**src/rtl/instruction_fetch.sv**
```systemverilog
// instruction_fetch: PC register, req/ack instruction-memory port, instruction register and watchdog.
// Revision: 1.0
`default_nettype none

module instruction_fetch #(
  parameter logic [31:0] RESET_PC       = 32'h0000_0000,
  parameter int unsigned TIMEOUT_CYCLES = 16
) (
  input  logic        clk,
  input  logic        rst,
  output logic        imem_req,
  output logic [31:0] imem_addr,
  input  logic        imem_ack,
  input  logic [31:0] imem_rdata,
  input  logic        stall,
  input  logic        branch_taken,
  input  logic [31:0] branch_target,
  input  logic        jump,
  input  logic [31:0] jump_target,
  output logic [31:0] instr_out,
  output logic [5:0]  opcode,
  output logic        instr_valid,
  output logic [31:0] pc_out,
  output logic [31:0] pc_plus4,
  output logic [31:0] instr_count,
  output logic        fetch_error
);

  localparam bit          WDOG_EN   = (TIMEOUT_CYCLES != 0);
  localparam logic [31:0] WDOG_LAST = WDOG_EN ? 32'(TIMEOUT_CYCLES - 1) : 32'd0;

  typedef enum logic [1:0] {
    IDLE  = 2'd0,
    REQ   = 2'd1,
    VALID = 2'd2,
    ERR   = 2'd3
  } state_t;

  state_t      state;
  logic [31:0] pc;
  logic [31:0] wdog;
  logic [31:0] next_pc;
  logic        consume;
  logic        wdog_expired;

  assign imem_req     = (state == REQ);
  assign imem_addr    = pc;
  assign instr_valid  = (state == VALID);
  assign opcode       = instr_out[31:26];
  assign pc_plus4     = pc_out + 32'd4;
  assign consume      = (state == VALID) && !stall;
  assign wdog_expired = WDOG_EN && (wdog == WDOG_LAST);

  // Jump outranks branch; redirect targets are word-aligned by masking.
  always_comb begin
    next_pc = pc + 32'd4;
    if (jump)
      next_pc = jump_target & ~32'h3;
    else if (branch_taken)
      next_pc = branch_target & ~32'h3;
  end

  always_ff @(posedge clk) begin
    if (rst) begin
      state       <= IDLE;
      pc          <= RESET_PC;
      pc_out      <= RESET_PC;
      instr_out   <= 32'd0;
      instr_count <= 32'd0;
      fetch_error <= 1'b0;
      wdog        <= 32'd0;
    end else begin
      case (state)
        IDLE: state <= REQ;
        REQ: begin
          if (imem_ack) begin
            instr_out <= imem_rdata;
            pc_out    <= pc;
            wdog      <= 32'd0;
            state     <= VALID;
          end else if (wdog_expired) begin
            fetch_error <= 1'b1;
            state       <= ERR;
          end else begin
            wdog <= wdog + 32'd1;
          end
        end
        VALID: begin
          if (consume) begin
            pc          <= next_pc;
            instr_count <= instr_count + 32'd1;
            state       <= REQ;
          end
        end
        ERR: state <= ERR;
        default: state <= IDLE;
      endcase
    end
  end

endmodule

`default_nettype wire

```
**config.mk**
```make
export PLATFORM = sky130hd
export DESIGN_NAME = instruction_fetch
export DESIGN_NICKNAME = d
export VERILOG_FILES = /design/src/rtl/instruction_fetch.sv
export SDC_FILE = /design/constraint.sdc
export NUM_CORES = 1
export LEC_CHECK = 0
export ABC_AREA = 1
export BUFFER_PORTS_ARGS = -buffer_cell sky130_fd_sc_hd__buf_4
export CAP_MARGIN = 30
export CORE_MARGIN = 5
export CORE_UTILIZATION = 53
export DETAILED_ROUTE_END_ITERATION = 10
export PLACE_DENSITY_LB_ADDON = 0.12
export SKIP_CTS_REPAIR_TIMING = 1
export SYNTH_ARGS = -nofsm -noshare
export SYNTH_HDL_FRONTEND = slang
export SYNTH_SLANG_ARGS = --single-unit
```
**constraint.sdc**
```tcl
create_clock -name clk -period 1.99 [get_ports clk]
set_input_delay 0.199 -clock clk [delete_from_list [all_inputs] [get_ports clk]]
set_output_delay 0.199 -clock clk [all_outputs]
set_load 0.01 [all_outputs]
```
==> flow_summary.yaml, run 1 <==
finish:
  final_cells: 2056
  nets: 1919
  fillers: 1595
  area_delta_synth_final_pct: 34.2
  final_util_pct: 72.1
  drive_gt1_share_pct: 25.5
global_route:
  grt-ovfl-total: 0
  grt_pass1_vias: 10200
  grt_antenna_before_repair: 1
  grt_max_degree: 89
  grt.total_usage_pct: 30.4
  grt_first_pass_wirelength_um: 53400
flow_run:
  drv_cap: 0
synth:
  netlist_instances: 1539
  synth_largest_area_cell: "dfxtp_1"
  ys_top_cells_by_area: "dfxtp_1 (33%), nand2_1 (16%), nor2_1 (8.9%)"
  ys.flop_type: "dfxtp_1"
  synth_edf_count: 0
  synth_cell_types: 46
  ys_warn_count: 0
  synth_seq_cells: 159
  seq_area_frac_synth_pct: 33.0
  yosysMostFrequentCell: "nand2_1"
  synth_common_cells: "nand2_1 (419), nor2_1 (229), dfxtp_1 (159)"
  synth_area_per_cell_um2: 6.28
  synth_area_um2: 9660
  async_flop_share_pct: 0
  synth_top_area_share_pct: 33.0
sta:
  rsz0062_at_grt: "true"
  worst_slack_ns: -0.282
  hold_viol: 0
  setup_viol: 18
  skew_ns: 0.0134
  timing.hold.ws_ns: 0.0144
  fmax_mhz: 440
  fin_tns_setup_ns: -2.23
  fin_crit_ns: 2.27
  fin_crit_sh_pct: 114
  slew_viol_final: 0
floorplanning:
  die_w_um: 145
  core_area_um2: 18000
  die_area_um2: 21000
  row_count: 49
  io_pins: 271
  start_util_pct: 53.8
  fp.dieH_um: 145
cts:
  insertion_delay_ns: 0.43
  cts_buffers: 17
  cts.htree.levels: 4
  cts.clk_slew.worst_paths_ns: 0.07
  cts_sinks: 159
  cts_buffer_depth: 2
  cts_root_buf: "clkbuf_16"
  cts_tree: "yes"
critical_path:
  crit_type: "reg -> out"
  required_ns: 1.79
  slowest_stage: "dfxtp_4"
  critPathBufInv: 1
  cp.arrival_ns: 2.07
  setup.worst_path.end_class: "output port"
  crit_family: "simple AND/OR/NAND/NOR gates"
  max_stage_delay_ns: 0.37
  crit_chain: "ha_4, nand2_4, nor3_4, nand2_2, nor2_4, nand2_4, nor2_4, nand2_1, xor2_1, buf_4"
  cp_max_fo: 5
  start_kind: "flip-flop"
drt:
  avgRoutedWirePerCell_um: 16.3
  ant_nets: 0
  dr.pass1.iters: 5
  vias_per_cell: 5.39
  drt_iter0_markers: 818
  drt_wl_total_um: 33500
  drc_errors: 0
  dr_total_vias: 11100
hold_path:
  min_path_type: "in -> reg"
place:
  dpl.cell_count: 2014
  place_hpwl_um: 25300
  gp_congestion: 0.962
  io_buffers: 260
  dp_slack_ns: 0.0246
power_and_ir_drop:
  p_per_area_nw_per_um2: 604
  peakVddDrop_uv: 558
  p_leak_nw: 5.31
status:
  status: "finished, violations left"
  violations: "setup timing"
flip-flops by register name, summed over array words and instances (netlist names):
register	cells
instr_count	32
fetch_error	1
instr_out	32
pc_out	30
state	2
imem_addr	30
wdog	32
cell usage in the layout (no fill, tap or decap), types with 12 or more instances in the layout:
| cell type | n |
|---|---|
| nand4_1 | 24 |
| o21ai_0 | 76 |
| buf_4 | 316 |
| nand3b_1 | 13 |
| nor3_1 | 14 |
| inv_1 | 104 |
| nand3_1 | 114 |
| dfxtp_1 | 147 |
| nand2_2 | 23 |
| nand2_1 | 405 |
| clkbuf_16 | 17 |
| a21oi_1 | 157 |
| nor2_4 | 12 |
| a21oi_2 | 15 |
| nor2_1 | 222 |
| xor2_1 | 41 |
through the flow:
stage / cell area [um^2] / total power, mW
2_1_floorplan: 9680 / 3.98
3_3_place_gp: 12100 / 4.55
3_5_place_dp: 12100 / 4.57
4_1_cts: 12700 / 7.83
5_1_grt: 13000 / 8.14
6_report: 13000 / 7.83
final timing paths:
path / start / to / slack (ns) / cells past startpoint
setup / recovery: pc_out[3] / pc_plus4[30] / -0.28 / 10
hold / removal: jump_target[3] / imem_addr[3] / 0.01 / 3
setup reg to reg: imem_addr[5] / imem_addr[12] / 0.19 / 9
hold reg to reg: instr_out[12] / instr_out[12] / 0.46 / 2
metal layers:
layer  global-route usage [%]  part of all wire, %
met5                        0                    0
met4                     7.58                  2.0
met2                     53.6                   51
met1                     38.0                   41
met3                     6.24                  6.0
power by group:
group | leakage, nW | switching, mW | internal (mW)
sequential | 1.30 | 0.0998 | 3.28
clock | 0.283 | 1.51 | 1.79
combinational | 3.74 | 0.627 | 0.521
total | 5.31 | 2.24 | 5.59
cell families (layout without fill, tap and decap cells):
logic type	Yosys count	in the layout	share of synthesized area [%]
xor+xnor	50	50	4.53
other cells	1	7	0.0388
fa+ha+maj	4	4	0.518
flops	159	159	33.0
buf+inv	188	470	8.20
compound gates	266	266	14.8
simple gates	871	871	39.0
tightest hold or removal path, delay by kind of cell:
kind	cells	cell delay (ns)
buf+inv	1	0.07
simple gates	1	0.08
compound gates	1	0.06
cell type report:
cell class	instances	area (um^2)	share of cell area, %
Multi-Input combinational cell	1197	5910	45.6
Sequential cell	159	3210	24.8
Timing Repair Buffer	326	2540	19.6
Clock inverter	15	171	1.32
Antenna cell	1	2.50	0.0193
Clock buffer	17	425	3.28
Tap cell	229	287	2.21
Inverter	112	423	3.26
(Power assumes the default switching activity.)
==> run 2, diff against run 1 <==
CORE_UTILIZATION = 55   (was 53)
CTS_BUF_LIST = sky130_fd_sc_hd__clkbuf_2 sky130_fd_sc_hd__clkbuf_4 sky130_fd_sc_hd__clkbuf_8   (was default)
SETUP_SLACK_MARGIN = 0.3   (was default)
==> run 2 against run 1 <==
  * The flow finishes with violations (hold timing, setup timing)
  * First-iteration DRC count is 41% higher
  * Largest cell class unchanged
  * Clock skew increased by 0.0047 ns
  * Worst setup slack worse by 0.017 ns
  * Count of clock-buffer cells in the layout unchanged
==> flow_summary.yaml, run 2 (synthesized netlist as in run 1, its figures left out) <==
critical_path:
  max_stage_delay_ns: 0.38
  ff2ff_path_depth: 10
  worstReg2RegEnd: "wdog[26]"
  crit_family: "simple AND/OR/NAND/NOR gates"
  cp_max_fo: 5
  crit_type: "reg -> out"
  cp_common_cell: "nand2_2"
  cp.depth: 10
  required_ns: 1.79
  r2r_start: "wdog[1]"
  reg2reg_slack_ns: 0.28
  critPathBufInv: 1
  worstSetupStartpoint: "pc_out[2]"
  start_kind: "flip-flop"
  setup.worst_path.end_class: "output port"
  cp.arrival_ns: 2.09
  crit_chain: "ha_4, nand2_4, nor3_4, nand2_2, nor2_4, nand2_2, nor2_4, nand2_2, xor2_2, buf_4"
  slowest_stage: "dfxtp_4"
  crit_end: "pc_plus4[30]"
floorplanning:
  die_area_um2: 20300
  io_pins: 271
  start_util_pct: 56.0
  die_w_um: 143
  fp.dieH_um: 143
  row_count: 48
  core_area_um2: 17200
status:
  violations: "hold timing, setup timing"
  status: "finished, violations left"
cts:
  cts.htree.levels: 4
  cts_sinks: 159
  insertion_delay_ns: 0.48
  cts_root_buf: "clkbuf_8"
  cts.clk_slew.worst_paths_ns: 0.11
  cts_buffer_depth: 2
  cts_buffers: 17
  cts_tree: "yes"
sta:
  fin_crit_ns: 2.29
  hold_viol: 10
  worst_slack_ns: -0.299
  timing.hold.ws_ns: -0.0206
  fin_crit_sh_pct: 115
  setup_viol: 22
  fmax_mhz: 437
  worst_pin_slew_ns: 0.616
  slew_headroom_pct: 58.9
  skew_ns: 0.0181
  slew_viol_final: 0
  rsz0062_at_grt: "true"
global_route:
  grt_max_degree: 54
  grt_antenna_before_repair: 0
  grt-ovfl-total: 0
  grt.total_usage_pct: 30.6
  grt_pass1_vias: 10300
  grt_first_pass_wirelength_um: 50800
hold_path:
  min_path_type: "in -> reg"
finish:
  final_cell_mix: "nand2_1 (386), buf_4 (314), nor2_1 (202)"
  top_regs: "instr_count: 32 flops, instr_out: 32 flops, wdog: 32 flops"
  stdcell_area_um2: 13600
  final_common_cell: "nand2_1"
  antenna_cells: 0
  nets: 1939
  area_delta_synth_final_pct: 40.8
  drive_gt1_share_pct: 31.4
place:
  dp_slack_ns: 0.0631
  placed_area_um2: 12000
  gp_congestion: 0.916
  place_hpwl_um: 24700
  io_buffers: 260
drt:
  drc_errors: 0
  avgRoutedWirePerCell_um: 17.2
  drt_iter0_markers: 1155
  dr.pass1.iters: 6
  dr_total_vias: 11700
  vias_per_cell: 5.64
  ant_nets: 0
  drt_wl_total_um: 35700
flow_run:
  drv_cap: 0
power_and_ir_drop:
  p_leak_nw: 5.61
  peakVddDrop_uv: 407
  p_per_area_nw_per_um2: 561
## run 2: power breakdown
group          internal, mW  leakage (nW)  switching, mW
combinational         0.586          4.05          0.697
clock                  1.54         0.242           1.42
sequential             3.28          1.32          0.114
total                  5.40          5.61           2.23
## run 2: per-layer routing
metal | vias up | share of wire, % | global-route usage, %
met5 | - | 0 | 0
met4 | 0 | 4.4 | 11.7
met3 | 135 | 8.2 | 5.44
met2 | 588 | 49 | 52.4
met1 | 5374 | 38 | 38.3
li1 | 5582 | - | -
## run 2: layout make-up
cell class	instances	area [um^2]
multi-input combinational	1197	6350
fill	1344	3630
sequential	159	3280
timing repair buffer	346	2790
inverter	112	420
tap	225	282
clock inverter	15	241
clock buffer	17	234
## run 2: worst min path at each step
stage | cells past startpoint | endpoint | slack, ns | from
2_1_floorplan | 1 | state[0] | 0.29 | stall
5_1_grt | 3 | instr_out[7] | -0.01 | imem_rdata[7]
3_5_place_dp | 2 | state[0] | 0.40 | stall
3_3_place_gp | 2 | state[0] | 0.39 | stall
6_report | 3 | instr_out[10] | -0.02 | imem_rdata[10]
4_1_cts | 2 | state[0] | -0.11 | stall
## run 2: stage by stage
step	hold slack, ns	TNS, ns	std cells	util, %	power [mW]
after global routing	-0.0115	-5.23	2071	78.9	7.87
after CTS	-0.105	-5.09	2027	72.2	7.41
final	-0.0206	-3.27	2071	78.9	7.63
after detailed placement	0.399	0	1995	69.4	4.53
after global placement	0.393	0	1995	69.4	4.52
after floorplan	0.290	0	1544	-	3.99
## run 2: worst min-delay path, stage by stage
cell	delay, ns
buf_4	0.11
nand3_1	0.07
a21oi_1	0.05
